--- config.mk ---
export PLATFORM = sky130hd
export DESIGN_NAME = pulse_stretch
export DESIGN_NICKNAME = d
export VERILOG_FILES = /design/src/rtl/pulse_stretch_pkg.sv /design/src/rtl/pulse_stretch_ch.sv /design/src/rtl/pulse_stretch.sv
export SDC_FILE = /design/constraint.sdc
export NUM_CORES = 1
export LEC_CHECK = 0
export CORE_MARGIN = 10
export CORE_UTILIZATION = 50
export DETAILED_ROUTE_END_ITERATION = 8
export GPL_TIMING_DRIVEN = 0
export PLACE_DENSITY = 0.69
export SYNTH_ARGS = -nofsm -noshare
export SYNTH_HDL_FRONTEND = slang
export SYNTH_SLANG_ARGS = --single-unit
--- constraint.sdc ---
create_clock -name clk -period 2.15 [get_ports clk]
set_input_delay 0.215 -clock clk [delete_from_list [all_inputs] [get_ports clk]]
set_output_delay 0.215 -clock clk [all_outputs]
set_load 0.03 [all_outputs]
--- src/rtl/pulse_stretch_pkg.sv ---
// Shared definitions for the pulse_stretch event-to-level generator:
// per-channel state encoding and the timer width helper.
package pulse_stretch_pkg;

  typedef enum logic [1:0] {
    ST_IDLE = 2'd0,
    ST_HIGH = 2'd1,
    ST_GAP  = 2'd2
  } state_t;

  // Timer must hold the larger of the two reload values (cycles - 1).
  function automatic int timer_width(input int high_cyc, input int gap_cyc);
    int max_cyc;
    max_cyc = (high_cyc > gap_cyc) ? high_cyc : gap_cyc;
    return (max_cyc < 2) ? 1 : $clog2(max_cyc + 1);
  endfunction

endpackage

--- src/rtl/pulse_stretch_ch.sv ---
// Single pulse_stretch channel: IDLE/HIGH/GAP FSM, down-counter timer,
// saturating pending counter and sticky overflow flag.
// Optional retrigger mode: define PULSE_STRETCH_RETRIG_EN.
module pulse_stretch_ch
  import pulse_stretch_pkg::*;
#(
  parameter int HIGH_CYC = 16,
  parameter int GAP_CYC  = 4,
  parameter int PEND_W   = 3
) (
  input  logic clk,
  input  logic rst,
  input  logic ev,
  input  logic clr,
  output logic lvl,
  output logic busy,
  output logic ovf
);

  localparam int TW = timer_width(HIGH_CYC, GAP_CYC);
  localparam logic [TW-1:0]     HIGH_LOAD = TW'(HIGH_CYC - 1);
  localparam logic [TW-1:0]     GAP_LOAD  = TW'((GAP_CYC > 0) ? GAP_CYC - 1 : 0);
  localparam logic [TW-1:0]     TIMER_ONE = TW'(1);
  localparam logic [PEND_W-1:0] PEND_ONE  = PEND_W'(1);
  localparam logic [PEND_W-1:0] PEND_MAX  = '1;

  state_t            state_reg, state_next;
  logic [TW-1:0]     timer_reg, timer_next;
  logic [PEND_W-1:0] pend_reg, pend_next;
  logic              ovf_reg, ovf_next;
  logic              ev_eff;
  logic              pend_nz;
  logic              queue_ev;

  // A clear discards any event that coincides with it.
  assign ev_eff  = ev & ~clr;
  assign pend_nz = (pend_reg != '0);

  always_ff @(posedge clk or posedge rst) begin
    if (rst) begin
      state_reg <= ST_IDLE;
      timer_reg <= '0;
      pend_reg  <= '0;
      ovf_reg   <= 1'b0;
    end else begin
      state_reg <= state_next;
      timer_reg <= timer_next;
      pend_reg  <= pend_next;
      ovf_reg   <= ovf_next;
    end
  end

  always_comb begin
    state_next = state_reg;
    timer_next = timer_reg;
    pend_next  = pend_reg;
    ovf_next   = ovf_reg;
    queue_ev   = 1'b0;
    case (state_reg)
      ST_IDLE: begin
        // A new event starts directly; otherwise replay one pending event.
        if (ev_eff || (pend_nz && !clr)) begin
          state_next = ST_HIGH;
          timer_next = HIGH_LOAD;
          if (!ev_eff) pend_next = pend_reg - PEND_ONE;
        end
      end
      ST_HIGH: begin
        if (timer_reg == '0) begin
          if (GAP_CYC > 0) begin
            state_next = ST_GAP;
            timer_next = GAP_LOAD;
          end else begin
            state_next = ST_IDLE;
          end
        end else begin
          timer_next = timer_reg - TIMER_ONE;
        end
`ifdef PULSE_STRETCH_RETRIG_EN
        if (ev_eff) begin
          state_next = ST_HIGH;
          timer_next = HIGH_LOAD;
        end
`else
        queue_ev = ev_eff;
`endif
      end
      ST_GAP: begin
        if (timer_reg == '0) state_next = ST_IDLE;
        else                 timer_next = timer_reg - TIMER_ONE;
        queue_ev = ev_eff;
      end
      default: begin
        state_next = ST_IDLE;
        timer_next = '0;
      end
    endcase

    if (queue_ev) begin
      if (pend_reg == PEND_MAX) ovf_next  = 1'b1;
      else                      pend_next = pend_reg + PEND_ONE;
    end
    if (clr) begin
      pend_next = '0;
      ovf_next  = 1'b0;
    end
  end

  assign lvl  = (state_reg == ST_HIGH);
  assign busy = (state_reg != ST_IDLE);
  assign ovf  = ovf_reg;

endmodule

--- src/rtl/pulse_stretch.sv ---
// Multi-channel event-to-level pulse stretcher; CH independent channels
// sharing clk, rst and clr. Optional retrigger mode: PULSE_STRETCH_RETRIG_EN.
module pulse_stretch
  import pulse_stretch_pkg::*;
#(
  parameter int CH       = 4,
  parameter int HIGH_CYC = 16,
  parameter int GAP_CYC  = 4,
  parameter int PEND_W   = 3
) (
  input  logic          clk,
  input  logic          rst,
  input  logic [CH-1:0] ev,
  input  logic          clr,
  output logic [CH-1:0] lvl,
  output logic [CH-1:0] busy,
  output logic [CH-1:0] ovf
);

  generate
    for (genvar gi = 0; gi < CH; gi++) begin : gen_ch
      pulse_stretch_ch #(
        .HIGH_CYC(HIGH_CYC),
        .GAP_CYC (GAP_CYC),
        .PEND_W  (PEND_W)
      ) u_ch (
        .clk (clk),
        .rst (rst),
        .ev  (ev[gi]),
        .clr (clr),
        .lvl (lvl[gi]),
        .busy(busy[gi]),
        .ovf (ovf[gi])
      );
    end
  endgenerate

endmodule

Yosys cells after proc, flatten, opt, wreduce, memory -nomap -nowiden
Cells that the tools add are included.
Operators by class
  $add $sub $neg: 12
  equal/unequal tests: 28
  multiplexer cells: 72
  bitwise operators: 5
  reductions and logical operators: 49
Operators with widths (number)
  3-bit 2-to-1 mux: 24
  5-bit 2-to-1 mux: 12
  5-bit one-hot mux with 3 select lines: 4
  2-bit 2-to-1 mux: 12
  2-bit one-hot mux with 3 select lines: 4
  2-bit nonzero test: 12
  5-bit logical NOT: 4
  5-bit by 1-bit subtractor with 5-bit output (second input constant): 4
  1-bit 2-to-1 mux: 16
  2-bit by 1-bit inequality test with 1-bit output (second input constant): 8
  2-bit inequality test (second input constant): 8
  2-bit AND reduction: 8
  3-bit by 1-bit adder with 3-bit output (second input constant): 4
  3-bit equality test (second input constant): 4
  3-bit AND reduction: 4
  3-bit nonzero test: 4
  3-bit by 1-bit subtractor with 3-bit output (second input constant): 4
  2-bit by 1-bit equality test with 1-bit output (second input constant): 4
  2-bit equality test (second input constant): 4
  2-bit logical NOT: 4
  2-bit OR reduction: 4
  1-bit AND: 4
  1-bit logical AND: 4
  1-bit logical OR: 4
  other kinds (2): 2
Word-level totals
  bits in registers: 44
  input port bits: 7
  output and inout bits: 12
  word-level logic and storage cells: 182

Depth between registers and ports, before layout
  depth in word-level cells: 8
  gate-level depth with buffers: 8
  depth with buffers taken out: 6

Cells and area by module
From an unflattened synthesis, not the netlist that was laid out.
Unflattened totals
  cells, all modules: 350
  area total of the unflattened synthesis: 3200.6 um2
By module, submodules not included
  pulse_stretch_ch at gen_ch[0].u_ch ...: times used 3, cells each 89, area each 808.3 um2, seq. area each 275.3 um2
  pulse_stretch_ch at gen_ch[3].u_ch: times used 1, cells each 83, area each 775.7 um2, seq. area each 275.3 um2

Worst setup path before layout
Ideal clock, no wire load.
  kind: register to register
  from: reg gen_ch[2].u_ch.timer_reg[0]
  to: reg gen_ch[2].u_ch.timer_reg[3]
  setup time: 122 ps
  arrival time: 1611 ps
  data required time: 2028 ps
  path slack: 417 ps
  stages on the path, launching flop included: 7
  buffers on the path: 0
  period minus slack after synthesis: 1733 ps
  cells stage by stage: dfrtp_1 inv_1 ha_1 or4b_1 a21o_1 a31o_1 o2bb2ai_1
On the way
  cells in the longest elaborated chain, start to end: 3
  elaborated cells on any way between the ends: 7
  those cells by class: add/sub (1); eq/ne (1); mux (3); reduce/logical (2)
RTL lines
  start: declaration: RTL line pulse_stretch_ch.sv:28  | logic [TW-1:0] timer_reg, timer_next;
  start signal: assignment: RTL line pulse_stretch_ch.sv:47  | timer_reg <= timer_next;
  5-bit by 1-bit subtractor with 5-bit output / 5-bit logical NOT (equally long branches)
  5-bit 2-to-1 mux, or another cell as far along: RTL line pulse_stretch_ch.sv:89  | if (timer_reg == '0) state_next = ST_IDLE;
  5-bit one-hot mux with 3 select lines / 2-bit AND reduction (equally long branches)
Several ways; a longest one is shown, not always the timed one. The select of a mux whose other input is x is not followed.
A chain may end at the register's enable or synchronous reset.

Worst setup path after layout
  from: reg gen_ch[2].u_ch.timer_reg[0]
  to: reg gen_ch[2].u_ch.timer_reg[1]
The elaborated chain is that of the path after synthesis.

==> metrics.md <==
| Metric | Value |
|---|---|
| Setup crit end kind | flop |
| DP Cell Count | between 400 and 500 |
| Power Dens Cells | around 1500 nW/um2 |
| Final worst setup slack | 0.190 ns |
| Post-synth top area cell | dfrtp_1 |
| Synth Cell Area | ~3200 um2 |
| WP data arrival | ~2.2 ns |
| Vias in the first global route | approximately 2,500 |
| Synth cell count leaders | 44 x dfrtp_1, 43 x inv_1, 42 x ha_1 |
| Post-route ant nets | 0 |
| CTS tree | done |
| Post-synth ARST share | between 90% and 100% |
| Tightest Hold Check Type | in2async |
| H-tree levels | 2 |
| Leak | 1.73 nW |
| Setup bufs post-CTS | 0 |
| Post-layout util | roughly 57% |
| CP required | 2.34 ns |
| RSZ-0062 raised after global routing | false |
| Sequential area share after synthesis | 34.2% |
| Fin Clk Skew | roughly 0.0032 ns |
| Num CTS Buffers | 5 |
| Core area | 6310 um2 |
| Fmax | 0.510 GHz |
| Routed len/inst | roughly 14 um |
| Global-route wire length before repair | ~11,000 um |
| Final Slew Violations | 0 |
| Worst vdd ir | between 900 and 1000 uV |
| Vias | 2,528 |
| GR Util All Layers | 12.8% |
| Die X | 100 um |
| Final Non-Filler Cells | between 400 and 500 |
| Routability Congestion | 0.833 |
| Worst path cell trace | inv_1, ha_1, nor4b_1, a221o_2, nor2_1, a22o_1 |
| Slowest-stage cell, CP | nor4b_1 |
| FF+latch count, synth | 44 |
| Primary FF master, synth | dfrtp_1 |
| Post-route cell area | 3610 um2 |
| Clock Latency Late Sink | 0.30 ns |
| Largest net degree at the start of global routing | 39 |
| Synth Net Count | a little under 400 |
| Number of synthesized flops with an enable pin | 0 |
| CP Launch Type | flop |
| Mean Syn Cell Area | slightly above 9 um2 |
| Vias per cell | 5.58 |
| Clk sinks | 44 |
| Total Wirelength | 6180 um |
| Cells after Synth | 349 |
| Tmin final | a little under 2 ns |
| Clock root buffer | clkbuf_8 |
| Clock tree buffer depth | 2 |
| Clock slew at reported path FFs | 0.09 ns |
| Max reg flops | 20 |
| Max_cap viols | 0 |
| Measured slew at the worst slew-check pin | 0.628 ns |
| Worst Setup Path Type | reg2reg |
| Antenna violations before repair | 0 |
| Ant diodes | 0 |
| Share of layout cells above drive strength 1 | between 10% and 20% |
| Period utilization | roughly nine tenths |
| Dpl cell area | about 3500 um2 |
| Fin. Hold Viols | 0 |
| Initial Utilization | about half |
| Sum of negative setup slack | 0 ns |
| WHS | 0.126 ns |
| Half-perimeter wire length after placement | 4620 um |
| Worst Path Max Fanout | 6 |
| Buffers added on ports | 18 |
| # rows | 29 |
| Layout area overhead | 12.2% |
| Yosys warnings | 0 |
| DRT iter0 DRCs | ~140 |
| Pwr Total | 5.30 mW |
| Dpl ws | approximately 0.14 ns |
| CP Buf/Inv Count | 1 |
| Die area | 10,000 um2 |
| Most frequent cell after synthesis | dfrtp_1 |
| Top post-synthesis cells by area | dfrtp_1 34%, ha_1 16%, a21oi_1 5.4%, inv_1 5.0%, buf_4 3.0% |
| Grt total ovfl | 0 |
| Drt drc | 0 |
| Die Span Y | between 100 and 150 um |
| Boundary pin count | 19 |
| Top-area cell type share of the netlist area | 34.2% |
| Slew HR | 57.5% |
| Setup-failing EPs final | 0 |
| Critical Path Max Stage Delay | around 0.55 ns |
| Outcome | finished, final reports clean |
| First-pass DRT Iterations | 4 |
| Unique cell type count in the Yosys netlist | between 50 and 60 |
| Fin nets | ~420 |
| CP top delay family | simple AND/OR/NAND/NOR gates |
timing repair:
action                                  4_1_cts  5_1_grt
hold buffers                                  0        0
resized for setup                             5        4
endpoints found under the setup margin        5        4
cells in the final DEF (no fill, tap or decap), types with 7 or more instances in the layout:
master	instances
a21oi_1	35
buf_4	13
clkdlybuf4s50_1	10
dfrtp_1	44
ha_1	41
inv_1	42
mux2_2	7
nand2_1	13
nand2b_1	8
nand3_1	11
nor2_1	20
o21ai_0	13
path summary, 6_finish.rpt:
| kind | start | end | slack (ns) | cells after the start |
|---|---|---|---|---|
| max | gen_ch[2].u_ch.timer_reg[0] | gen_ch[2].u_ch.timer_reg[1] | 0.19 | 6 |
| min | rst | gen_ch[1].u_ch.timer_reg[1] | 0.13 | 2 |
| max reg2reg | gen_ch[2].u_ch.timer_reg[0] | gen_ch[2].u_ch.timer_reg[1] | 0.19 | 6 |
| min reg2reg | gen_ch[2].u_ch.ovf | gen_ch[2].u_ch.ovf | 0.52 | 2 |
| max in group asynchronous | rst | gen_ch[2].u_ch.timer_reg[1] | 1.58 | 3 |
| min in group clk | gen_ch[2].u_ch.ovf | gen_ch[2].u_ch.ovf | 0.52 | 2 |
worst reg2reg max path, stage by stage, from the launching register on:
cell	delay, ns
dfrtp_1	0.41
inv_1	0.07
ha_1	0.22
nor4b_1	0.55
a221o_2	0.34
nor2_1	0.08
a22o_1	0.18
power by group:
part,switching (mW),internal [mW]
Combinational,1.80,1.47
Clock,0.294,0.263
Sequential,0.304,1.16
metal layers:
metal	global-route usage, %	vias up	part of all wire, %
met1	16.0	1201	48
li1	-	1277	-
met4	3.59	0	1.1
met3	3.50	7	4.0
met5	0	-	0
met2	21.0	43	47
cell families (layout without fill, tap and decap cells):
group           count (synthesis)  count (layout)  share of synthesized area (%)
compound gates                105             105                           21.7
xor+xnor                        5               5                           1.36
fa+ha+maj                      42              42                           16.3
buf+inv                        61              88                           8.74
flops                          44              44                           34.2
mux                             7               7                           2.45
simple gates                   85              85                           15.2
final cells by class:
class | count | area [um2]
repair buffers | 19 | 205
inverters | 43 | 161
flip-flops and latches | 44 | 1100
fillers | 580 | 2700
plain buffers | 18 | 120
well taps | 77 | 96.3
clock buffers | 8 | 90.1
multi-input cells | 244 | 1840
Power figures use the tool's default switching activity.
